## src/rtl/npc_redirect_ctrl.sv

```systemverilog
// Redirect arbiter feeding the PC register: picks exc > eret > branch and holds
// a redirect that arrives during a stall until the first unstalled cycle.
module npc_redirect_ctrl #(
    parameter int             AW         = 32,
    parameter logic [AW-1:0]  EXC_VECTOR = 32'h0000_4180
) (
    input  logic          clk,
    input  logic          reset,
    input  logic          stall,
    input  logic          br_req,
    input  logic [AW-1:0] br_target,
    input  logic          exc_req,
    input  logic          eret_req,
    input  logic [AW-1:0] epc,
    output logic [AW-1:0] npc,
    output logic          clr,
    output logic          flush_f,
    output logic          pending
);

    typedef enum logic {IDLE = 1'b0, HOLD = 1'b1} state_t;

    localparam logic [1:0] RANK_BR   = 2'd0;
    localparam logic [1:0] RANK_ERET = 2'd1;
    localparam logic [1:0] RANK_EXC  = 2'd2;

    state_t        state_reg, state_next;
    logic [1:0]    p_rank_reg, p_rank_next;
    logic [AW-1:0] p_target_reg, p_target_next;

    logic          new_valid;
    logic [1:0]    new_rank;
    logic [AW-1:0] new_target;
    logic          new_beats_stored;
    logic [1:0]    win_rank;

    // Highest-ranked request arriving this cycle.
    always_comb begin
        new_valid  = br_req | eret_req | exc_req;
        new_rank   = RANK_BR;
        new_target = br_target;
        if (exc_req) begin
            new_rank   = RANK_EXC;
            new_target = EXC_VECTOR;
        end else if (eret_req) begin
            new_rank   = RANK_ERET;
            new_target = epc;
        end
    end

    // The stored redirect wins ties, so a new one must be strictly higher.
    assign new_beats_stored = new_valid && (new_rank > p_rank_reg);

    always_ff @(posedge clk) begin
        if (reset) begin
            state_reg    <= IDLE;
            p_rank_reg   <= RANK_BR;
            p_target_reg <= '0;
        end else begin
            state_reg    <= state_next;
            p_rank_reg   <= p_rank_next;
            p_target_reg <= p_target_next;
        end
    end

    always_comb begin
        state_next    = state_reg;
        p_rank_next   = p_rank_reg;
        p_target_next = p_target_reg;
        case (state_reg)
            IDLE: begin
                if (new_valid && stall) begin
                    state_next    = HOLD;
                    p_rank_next   = new_rank;
                    p_target_next = new_target;
                end
            end
            HOLD: begin
                if (stall) begin
                    if (new_beats_stored) begin
                        p_rank_next   = new_rank;
                        p_target_next = new_target;
                    end
                end else begin
                    state_next = IDLE;
                end
            end
            default: state_next = IDLE;
        endcase
    end

    // clr is suppressed under stall and reset; npc reads 0 whenever clr is low.
    always_comb begin
        clr      = 1'b0;
        npc      = '0;
        win_rank = RANK_BR;
        if (!reset && !stall) begin
            if (state_reg == HOLD) begin
                clr = 1'b1;
                if (new_beats_stored) begin
                    npc      = new_target;
                    win_rank = new_rank;
                end else begin
                    npc      = p_target_reg;
                    win_rank = p_rank_reg;
                end
            end else if (new_valid) begin
                clr      = 1'b1;
                npc      = new_target;
                win_rank = new_rank;
            end
        end
        flush_f = clr && (win_rank != RANK_BR);
    end

    assign pending = (state_reg == HOLD);

endmodule

```

## config.mk

```make
export PLATFORM = sky130hd
export DESIGN_NAME = npc_redirect_ctrl
export DESIGN_NICKNAME = d
export VERILOG_FILES = /design/src/rtl/npc_redirect_ctrl.sv
export SDC_FILE = /design/constraint.sdc
export NUM_CORES = 1
export LEC_CHECK = 0
export ABC_AREA = 1
export CORE_MARGIN = 2
export CORE_UTILIZATION = 50
export DETAILED_ROUTE_END_ITERATION = 10
export GPL_TIMING_DRIVEN = 1
export HOLD_SLACK_MARGIN = 0.05
export PLACE_DENSITY = 0.88
export SLEW_MARGIN = 30
export SYNTH_ARGS = -nofsm -noshare
export SYNTH_HDL_FRONTEND = slang
export SYNTH_SLANG_ARGS = --single-unit
```

## constraint.sdc

```tcl
create_clock -name clk -period 2.8 [get_ports clk]
set_input_delay 0.28 -clock clk [delete_from_list [all_inputs] [get_ports clk]]
set_output_delay 0.28 -clock clk [all_outputs]
set_load 0.005 [all_outputs]
```

==> flow_summary.yaml <==
status:
  status: "finished, final reports clean"
die:
  ios: 105
  rows: 28
  starting_density_of_the_core: 0.512
  fp.dieArea_um2: 6620
  core_area_um2: 5850
  die_width_um: 81.4
  die_y_um: 81.4
hold_path:
  holdPathStages: 4
  hold_path.class: "register to register"
final_layout:
  final_util: 0.741
  num-fill-cells: 481
  n_diodes: 0
  largest_register_ffs: 32
  area.growth.synth_to_final_pct: 44.8
  post_route_cells_drive_above_1_share: 0.0748
  final_area_um2: 4340
  num-nets-final: 716
placed_design:
  finalWeightedCongestion: 0.805
  place_hpwl_mm: 6.46
  preCtsSetupSlack_ns: -0.326
  place.port_buffers: 104
  placement.cell_area_um2: 4080
clocking:
  cts_root_buffer: "sky130_fd_sc_hd__clkbuf_8"
  tritoncts_clock_tree: "done"
  cts.sink_count: 35
  htree_levels: 2
  cts_setup_buffers: 0
  cts.clk_slew.worst_paths_ns: 0.07
  hold_buffers: 0
  total_clock_buffers_created_by_cts: 5
  clk_latency_ns: 0.29
  cts.path.max_buffers: 2
synthesis:
  seq_area_frac_synth: 0.234
  dominantRegCellSynth: "sky130_fd_sc_hd__dfxtp_1"
  synth_top_area_share: 0.234
  synthDominantAreaCellType: "sky130_fd_sc_hd__dfxtp_1"
  yosys.cell_count.top_type: "sky130_fd_sc_hd__nand2_1"
  syn_avg_cell_area_um2: 5.44
  netlist-cell-type-count: 23
  mappedNetlistArea_um2: 2990
  fraction_of_synthesis_flops_using_an_asynchronous_set_or_reset_pin: 0
  synth_nets: 623
  synth_edf_count: 0
  ys_ff_latch: 35
  synth.top_cells.by_area: "sky130_fd_sc_hd__dfxtp_1, sky130_fd_sc_hd__nand2_1, sky130_fd_sc_hd__nand3_1, sky130_fd_sc_hd__a21oi_1, sky130_fd_sc_hd__nor2_1"
  synthCells: 550
  yosys_warnings: 0
  synth_common_cells: "sky130_fd_sc_hd__nand2_1, sky130_fd_sc_hd__nor2_1, sky130_fd_sc_hd__inv_1"
route:
  firstDrtPassIters: 5
  routed_wirelength_mm: 9.84
  drt_first_iter_violations: 271
  vias_per_cell: 5.40
  total_via_count_in_the_routed_design: 3870
  detail-route-antenna-nets: 0
  routed_wire_per_std_cell_um: 13.7
  drcViolationCount: 0
global_route:
  number_of_global_route_vias_before_repair: 3509
  grt_use_total: 0.285
  maximum_number_of_pins_on_one_net_before_global_route_repair: 40
  antenna_violations_before_repair: 0
  grt_overflow: 0
  global_route_wire_length_before_repair_mm: 14.8
power:
  vdd_drop_max_v: 0.000189
  p_per_area_nw_per_um2: 362
  static-leakage-power_nw: 2.17
sta:
  rsz0062_at_grt: "true"
  layout_setup_ws_ns: 0.0594
  timing_worst_slew_pin_value_ns: 0.643
  final_number_of_max_transition_violations: 0
  final.setup.tns_ns: 0
  final.setup_skew_ns: 0.00406
  min_period_ns: 2.74
  fmaxAchievable_mhz: 365
  layout_worst_path_cycle_share: 0.979
  maxSlewHeadroom: 0.570
  final-setup-viol-count: 0
  hold_viol_final: 0
setup_path:
  r2r_cells: 6
  crit_fanout: 9
  timing.critical_path.from_type: "register"
  critical_path_class: "register to output port"
  arrival_ns: 2.46
  critical_path_data_required_time_ns: 2.52
  timing.critical_path.to_type: "output port"
run:
  max-cap-violations: 0
==> final timing paths <==
kind         slack (ns)                to              from
max                0.06           npc[29]     p_rank_reg[1]
min                0.54  p_target_reg[27]  p_target_reg[27]
max reg2reg        0.80   p_target_reg[5]           pending
min reg2reg        0.54  p_target_reg[27]  p_target_reg[27]
==> per-layer routing <==
metal	global-route usage	share of wire	wire, um
met5	0	0	0
met4	0.108	0.014	142
met2	0.520	0.50	4880
met1	0.324	0.40	3970
met3	0.0556	0.086	842
==> critical path, cell delays in order, from the launching register on <==
cell	delay, ns
sky130_fd_sc_hd__dfxtp_1	0.34
sky130_fd_sc_hd__inv_1	0.09
sky130_fd_sc_hd__ha_4	0.31
sky130_fd_sc_hd__inv_1	0.06
sky130_fd_sc_hd__nand2_2	0.08
sky130_fd_sc_hd__nand3_4	0.16
sky130_fd_sc_hd__buf_12	0.18
sky130_fd_sc_hd__o21ai_1	0.12
sky130_fd_sc_hd__nand2_1	0.08
sky130_fd_sc_hd__a21oi_1	0.21
sky130_fd_sc_hd__clkdlybuf4s50_1	0.54
==> timing repair <==
action	CTS	global route
gates cloned	1	2
gates resized for setup	15	16
endpoints found under the setup margin	33	32
pin swaps	0	4
==> final cells by class <==
type	instances	area, um2	share of cell area
timing repair buffer	127	1320	0.304
multi-input combinational	398	1860	0.429
clock buffer	6	72.6	0.0167
sequential	35	702	0.162
tap	75	93.8	0.0216
inverter	76	288	0.0664
==> where the power goes <==
| part | switching, mW | internal (mW) | total [mW] |
|---|---|---|---|
| Sequential | 0.0209 | 0.539 | 0.560 |
| Clock | 0.177 | 0.166 | 0.343 |
| Combinational | 0.347 | 0.321 | 0.668 |
| Total | 0.545 | 1.03 | 1.57 |
==> layout by cell type (no fill, tap or decap), drive strengths merged <==
master	n
clkbuf	8
a211oi	1
nand3	66
dlygate4sd2	2
bufbuf	1
mux2i	3
inv	76
a21oi	61
dlymetal6s2s	8
o21bai	1
nand2	127
ha	3
nor2	80
o21ai	55
a31oi	1
buf	20
dfxtp	35
clkdlybuf4s50	94
==> cell families after synthesis <==
| kind of cell | count (synthesis) | share of synthesized area |
|---|---|---|
| buffers and inverters | 117 | 0.166 |
| AND/OR/NAND/NOR | 273 | 0.375 |
| AO/OA/AOI/OAI | 119 | 0.203 |
| flip-flops | 35 | 0.234 |
| multiplexers | 3 | 0.0100 |
| adder cells (fa/ha/maj) | 3 | 0.0125 |
==> stage by stage <==
step | hold slack [ns] | instances | total power, mW
final | 0.544 | 717 | 1.57
after global routing | 0.573 | 717 | 1.66
after CTS | 0.544 | 715 | 1.52
after detailed placement | 0.527 | 708 | 1.15
after global placement | 0.509 | 708 | 1.13
after floorplan | 0.496 | 550 | 0.924
(Power assumes the default switching activity.)
